[src/rtl/fetch_pkg.sv]
// Shared types and constants for the instruction fetch front end.
// Holds the fetch FSM encoding, the filler NOP and the fetch block size.
package fetch_pkg;

  typedef enum logic [2:0] {
    S_IDLE,
    S_REQ,
    S_WAIT,
    S_HOLD,
    S_DRAIN,
    S_HALT
  } fetch_state_e;

  localparam logic [31:0] NOP_INST    = 32'h0000_0013;
  localparam int unsigned FETCH_BYTES = 8;

endpackage

[src/rtl/ifu_pc_gen.sv]
// Program counter register with next-pc selection: redirect, +4, +8 or hold.
// Redirect has priority over sequential advance.
module ifu_pc_gen
  import fetch_pkg::*;
#(
  parameter int unsigned           ADDR_WIDTH = 64,
  parameter logic [ADDR_WIDTH-1:0] RESET_PC   = 64'h0000_0000_8000_0000
) (
  input  logic                  clk,
  input  logic                  rst,
  input  logic                  redirect_valid_i,
  input  logic [ADDR_WIDTH-1:0] redirect_pc_i,
  input  logic                  adv_i,
  input  logic                  adv_full_i,
  output logic [ADDR_WIDTH-1:0] pc_o
);

  logic [ADDR_WIDTH-1:0] r_pc;
  logic [ADDR_WIDTH-1:0] w_pc_nxt;

  always_comb begin
    w_pc_nxt = r_pc;
    if (redirect_valid_i) begin
      w_pc_nxt = redirect_pc_i;
    end else if (adv_i) begin
      // A block fetched from its upper word only yields one instruction.
      w_pc_nxt = adv_full_i ? r_pc + ADDR_WIDTH'(FETCH_BYTES)
                            : r_pc + ADDR_WIDTH'(FETCH_BYTES / 2);
    end
  end

  always_ff @(posedge clk or posedge rst) begin
    if (rst) begin
      r_pc <= RESET_PC;
    end else begin
      r_pc <= w_pc_nxt;
    end
  end

  assign pc_o = r_pc;

endmodule

[src/rtl/instr_fetch_unit.sv]
// Fetch stage: one outstanding 64-bit fetch, splits the block into an instruction
// pair for the queue, flags misaligned PCs and flushes the queue on redirect.
module instr_fetch_unit
  import fetch_pkg::*;
#(
  parameter int unsigned           XLEN       = 64,
  parameter int unsigned           ADDR_WIDTH = 64,
  parameter logic [ADDR_WIDTH-1:0] RESET_PC   = 64'h0000_0000_8000_0000
) (
  input  logic                  clk,
  input  logic                  rst,
  input  logic                  redirect_valid_i,
  input  logic [ADDR_WIDTH-1:0] redirect_pc_i,
  output logic                  imem_req_o,
  output logic [ADDR_WIDTH-1:0] imem_addr_o,
  input  logic                  imem_gnt_i,
  input  logic                  imem_rvalid_i,
  input  logic [XLEN-1:0]       imem_rdata_i,
  input  logic                  instr_queue_ready_i,
  output logic [XLEN/2-1:0]     inst0_o,
  output logic [XLEN/2-1:0]     inst1_o,
  output logic                  inst_valid_o,
  output logic                  misaligned_exception_o,
  output logic [ADDR_WIDTH-1:0] misaligned_addr_o,
  output logic                  ifu_flush_o
);

  localparam int unsigned     IW    = XLEN / 2;
  localparam logic [IW-1:0]   L_NOP = IW'(NOP_INST);

  fetch_state_e          r_state;
  fetch_state_e          w_state_nxt;
  logic [ADDR_WIDTH-1:0] w_pc;
  logic                  w_misaligned;
  logic                  w_req;
  logic                  w_load_data;
  logic                  w_load_mis;
  logic                  w_xfer;
  logic                  w_adv;

  logic [IW-1:0]         r_inst0;
  logic [IW-1:0]         r_inst1;
  logic                  r_valid;
  logic                  r_exc;
  logic [ADDR_WIDTH-1:0] r_mis_addr;
  logic                  r_flush;
  logic                  r_halt_pend;

  ifu_pc_gen #(
    .ADDR_WIDTH (ADDR_WIDTH),
    .RESET_PC   (RESET_PC)
  ) u_pc_gen (
    .clk              (clk),
    .rst              (rst),
    .redirect_valid_i (redirect_valid_i),
    .redirect_pc_i    (redirect_pc_i),
    .adv_i            (w_adv),
    .adv_full_i       (~w_pc[2]),
    .pc_o             (w_pc)
  );

  assign w_misaligned = |w_pc[1:0];
  assign w_req        = (r_state == S_REQ) && !w_misaligned;
  assign imem_req_o   = w_req;
  assign imem_addr_o  = {w_pc[ADDR_WIDTH-1:3], 3'b000};

  always_ff @(posedge clk or posedge rst) begin
    if (rst) begin
      r_state <= S_IDLE;
    end else begin
      r_state <= w_state_nxt;
    end
  end

  always_comb begin
    w_state_nxt = r_state;
    w_load_data = 1'b0;
    w_load_mis  = 1'b0;
    w_xfer      = 1'b0;
    w_adv       = 1'b0;
    unique case (r_state)
      S_IDLE:  w_state_nxt = S_REQ;
      S_REQ: begin
        if (w_misaligned) begin
          w_load_mis  = 1'b1;
          w_state_nxt = S_HOLD;
        end else if (imem_gnt_i) begin
          w_state_nxt = S_WAIT;
        end
      end
      S_WAIT: begin
        if (imem_rvalid_i) begin
          w_load_data = 1'b1;
          w_adv       = 1'b1;
          w_state_nxt = S_HOLD;
        end
      end
      S_HOLD: begin
        if (r_valid && instr_queue_ready_i) begin
          w_xfer      = 1'b1;
          w_state_nxt = r_halt_pend ? S_HALT : S_REQ;
        end
      end
      S_DRAIN: if (imem_rvalid_i) w_state_nxt = S_REQ;
      S_HALT:  w_state_nxt = S_HALT;
      default: w_state_nxt = S_IDLE;
    endcase
    // Redirect wins over any same-cycle response or transfer; only a granted,
    // still-unreturned response needs draining.
    if (redirect_valid_i) begin
      w_load_data = 1'b0;
      w_load_mis  = 1'b0;
      w_xfer      = 1'b0;
      w_adv       = 1'b0;
      if (((r_state == S_WAIT) || (r_state == S_DRAIN)) && !imem_rvalid_i) begin
        w_state_nxt = S_DRAIN;
      end else if (w_req && imem_gnt_i) begin
        w_state_nxt = S_DRAIN;
      end else begin
        w_state_nxt = S_REQ;
      end
    end
  end

  always_ff @(posedge clk or posedge rst) begin
    if (rst) begin
      r_inst0     <= '0;
      r_inst1     <= '0;
      r_valid     <= 1'b0;
      r_exc       <= 1'b0;
      r_mis_addr  <= '0;
      r_flush     <= 1'b0;
      r_halt_pend <= 1'b0;
    end else begin
      r_flush <= redirect_valid_i;
      if (redirect_valid_i) begin
        r_valid <= 1'b0;
        r_exc   <= 1'b0;
      end else if (w_load_data) begin
        r_inst0     <= w_pc[2] ? imem_rdata_i[XLEN-1:IW] : imem_rdata_i[IW-1:0];
        r_inst1     <= w_pc[2] ? L_NOP : imem_rdata_i[XLEN-1:IW];
        r_valid     <= 1'b1;
        r_exc       <= 1'b0;
        r_halt_pend <= 1'b0;
      end else if (w_load_mis) begin
        r_inst0     <= '0;
        r_inst1     <= '0;
        r_valid     <= 1'b1;
        r_exc       <= 1'b1;
        r_mis_addr  <= w_pc;
        r_halt_pend <= 1'b1;
      end else if (w_xfer) begin
        r_valid <= 1'b0;
      end
    end
  end

  assign inst0_o                = r_inst0;
  assign inst1_o                = r_inst1;
  assign inst_valid_o           = r_valid;
  assign misaligned_exception_o = r_exc;
  assign misaligned_addr_o      = r_mis_addr;
  assign ifu_flush_o            = r_flush;

endmodule
[config.mk]
export PLATFORM = sky130hd
export DESIGN_NAME = instr_fetch_unit
export DESIGN_NICKNAME = d
export VERILOG_FILES = /design/src/rtl/fetch_pkg.sv /design/src/rtl/ifu_pc_gen.sv /design/src/rtl/instr_fetch_unit.sv
export SDC_FILE = /design/constraint.sdc
export NUM_CORES = 1
export LEC_CHECK = 0
export CORE_ASPECT_RATIO = 1.5
export CORE_UTILIZATION = 47
export DETAILED_ROUTE_END_ITERATION = 8
export PLACE_DENSITY = 0.83
export SLEW_MARGIN = 25
export SYNTH_ARGS = -nofsm -noshare
export SYNTH_HDL_FRONTEND = slang
export SYNTH_SLANG_ARGS = --single-unit
[constraint.sdc]
create_clock -name clk -period 12.2 [get_ports clk]
set_input_delay 3.66 -clock clk [delete_from_list [all_inputs] [get_ports clk]]
set_output_delay 3.66 -clock clk [all_outputs]
set_load 0.01 [all_outputs]
==> run metrics <==
DR iter-0 viols=611; Post-synth EDFFs=0; Worst-Skew Late Latency=0.45 ns; first-pass GRT wire length=45.9 mm; die area=0.0209 sq mm; Final Max Slew Viols=0; Least-Margin Pin Slew=1.06 ns; Rows=63; Worst-path clk slew=0.07 ns; Synth area leaders=dfrtp_1 52%, nand2_1 9.6%, buf_4 5.1%, o21ai_0 4.6%, mux2i_1 3.7%; Top-Level Pins=330; Syn Area/Cell=9.33 sq um; R2R setup slack=8.82 ns; worst r2r dst=u_pc_gen.pc_o[57]; Synth warnings=0; Vert. Die Dim=177 microns; DRC violations left=0; Internal Power=0.00147 W; number of H-tree levels=4; Reg power frac=42.6%; via/cell ratio=5.58; Min-Delay Path Class=reg -> reg; Core ar.=0.0199 sq mm; Setup Skew=0.0154 ns; post-synth cell types=51; routed vias=8547; post-DP HPWL=20.8 mm; Clock Power Share=25.6%; Critical Path Sink Type=flip-flop; Reg2Reg Launch Point=u_pc_gen.pc_o[10]; max_slew headroom=29.1%; Sw Pwr=0.000682 W; Total Power=0.00215 W; Mapped Area=0.00957 sq mm; CP arrival=6.27 ns; maxcap violations=0; leading area contributor after synthesis=dfrtp_1; largest net degree at the start of global routing=131; Util after Layout=66.1%; WP data required=12.58 ns; unrepaired setup endpoints after global routing=false; Clock Tree Root=clkbuf_16; final setup TNS=0 ns; Post-CTS Setup Inserts=0; Combinational Power Share=31.9%; Area growth syn-to-layout=37.3%; Worst Setup SP=imem_rvalid_i; Setup crit end=inst1_o[23]; post-synth top area share=51.8%; status=complete, no violations; worst-path fanout max=68; GR Util All Layers=28.2%; Startpoint Class=input pin; IR drop worst, VDD=0.0864 mV; switching part of the total power=31.7%; final worst-path cycle share=48.3%; fillers=1564; P per Cell Area=164 mW/mm^2; Final Hold Viols=0; Reg2Reg Depth=5; min Tclk post-route=5.89 ns; ratio of cells with drive above 1 in the final layout=4.49%; DR WL/cell=19.1 microns; initial antenna violation count=1; Starting Density=48.2%; GPL Wtd Cong=0.846; critical hold path startpoint=misaligned_addr_o[28]; CTS buffer count=17; asr flop ratio synth=100%; nets=1393; deepest clock path buffer count=2; ys flop type=dfrtp_1; Die X-Extent=118 microns; Pre-Repair DR Iteration Count=5; crit path kind=in -> reg; Hold Buf Count CTS=0; CTS tree=done; vias in the first global route=8462; clock sink count=199; GR Overflow Total=0; total wire length=29.2 mm; antenna-violating nets left=0; post-synthesis sequential area ratio=52.1%; Leak Pwr=5.67 nW; Final setup viols=0; achievable frequency=170 MHz; Post-Synthesis Cells=1025; #FFs+latches synth=199; # port buffers=326; Post-CTS Resized=0
[layer usage]
metal	global-route usage, %	share of wire [%]
met5	0	0
met2	50.3	51
met3	6.19	6.8
met4	13.4	4.1
met1	31.9	38
[sequential cells by signal (all words and copies together) (netlist names)]
register                count
ifu_flush_o                 1
misaligned_addr_o          64
inst1_o                    32
inst0_o                    32
misaligned_exception_o      1
r_state                     3
r_halt_pend                 1
u_pc_gen.pc_o              64
inst_valid_o                1
[Yosys cell counts, drive strengths merged (5+ instances only)]
master	n
a21oi	7
a22o	29
a31oi	20
and3	5
and4	5
buf	75
clkbuf	49
dfrtp	198
inv	15
mux2i	35
nand2	244
nand3	62
nand4	25
nor2	41
nor3	12
nor4	6
o211ai	6
o21ai	90
o31ai	10
or3	8
or4	18
xnor2	7
xor2	27
[how the worst min path moves through the flow]
stage | endpoint | slack (ns) | cells after the start
6_report | misaligned_addr_o[28] | 0.48 | 2
3_5_place_dp | misaligned_addr_o[0] | 0.46 | 2
4_1_cts | misaligned_addr_o[56] | 0.48 | 2
2_1_floorplan | r_halt_pend | 0.47 | 2
3_3_place_gp | misaligned_addr_o[49] | 0.46 | 2
5_1_grt | misaligned_addr_o[31] | 0.49 | 2
[worst max-delay path, cell delays in order]
cell and delay [ns]:
clkdlybuf4s50_1 0.54, nor4bb_1 0.49, nand2_4 0.48, nor2_2 0.59, buf_4 0.33, a22o_1 0.17
[power groups by stage]
| stage | Sequential [W] | Clock, W | Combinational [W] |
|---|---|---|---|
| after floorplan | 0.000966 | 0 | 0.000245 |
| after global placement | 0.000917 | 0 | 0.000675 |
| after detailed placement | 0.000926 | 0 | 0.000688 |
| after CTS | 0.000915 | 0.000557 | 0.000692 |
| after global routing | 0.000933 | 0.000580 | 0.000742 |
| final | 0.000915 | 0.000550 | 0.000685 |
[layout by cell type (no fill, tap or decap), types with 8 or more instances in the layout]
cell             Yosys  routed
clkbuf_16            0      17
a31oi_1             20      20
nand4_1             24      24
or3_1                8       8
inv_1               14      13
nor2_1              41      38
mux2i_1             35      35
nand2_1            244     243
a22o_1              29      29
o31ai_1             10      10
nand3_1             62      62
clkdlybuf4s50_1      0     325
buf_4               65      11
or4_1               18      18
o21ai_0             88      88
dfrtp_1            198     197
xor2_1              27      27
nor3_1              12      11
[cells by family after synthesis]
group           count (synthesis)  synth area share, %
mux                            37                 3.90
simple gates                  444                 21.8
buf+inv                       140                 8.07
fa+ha+maj                       1                0.131
other cells                     1               0.0392
xor+xnor                       34                 3.11
flops                         199                 52.1
compound gates                169                 10.9
[layout make-up]
type                            instances  area [sq um]  share of cell area (%)
Tap cell                              260           325                    2.48
Clock inverter                          9          92.6                   0.705
Timing Repair Buffer                  336          3340                    25.4
Antenna cell                            1          2.50                  0.0191
Sequential cell                       199          4980                    37.9
Inverter                               16          67.6                   0.514
Clock buffer                           22           464                    3.53
Multi-Input combinational cell        688          3860                    29.4
[metrics by stage]
step	instance area (sq um)	hold slack, ns	instances	setup WS (ns)
6_report	13100	0.476	1531	6.31
2_1_floorplan	9570	0.467	1027	3.12
3_5_place_dp	12600	0.462	1499	5.62
3_3_place_gp	12600	0.458	1499	5.72
5_1_grt	13100	0.494	1531	6.08
4_1_cts	13100	0.479	1530	6.07
(Power assumes the default switching activity.)
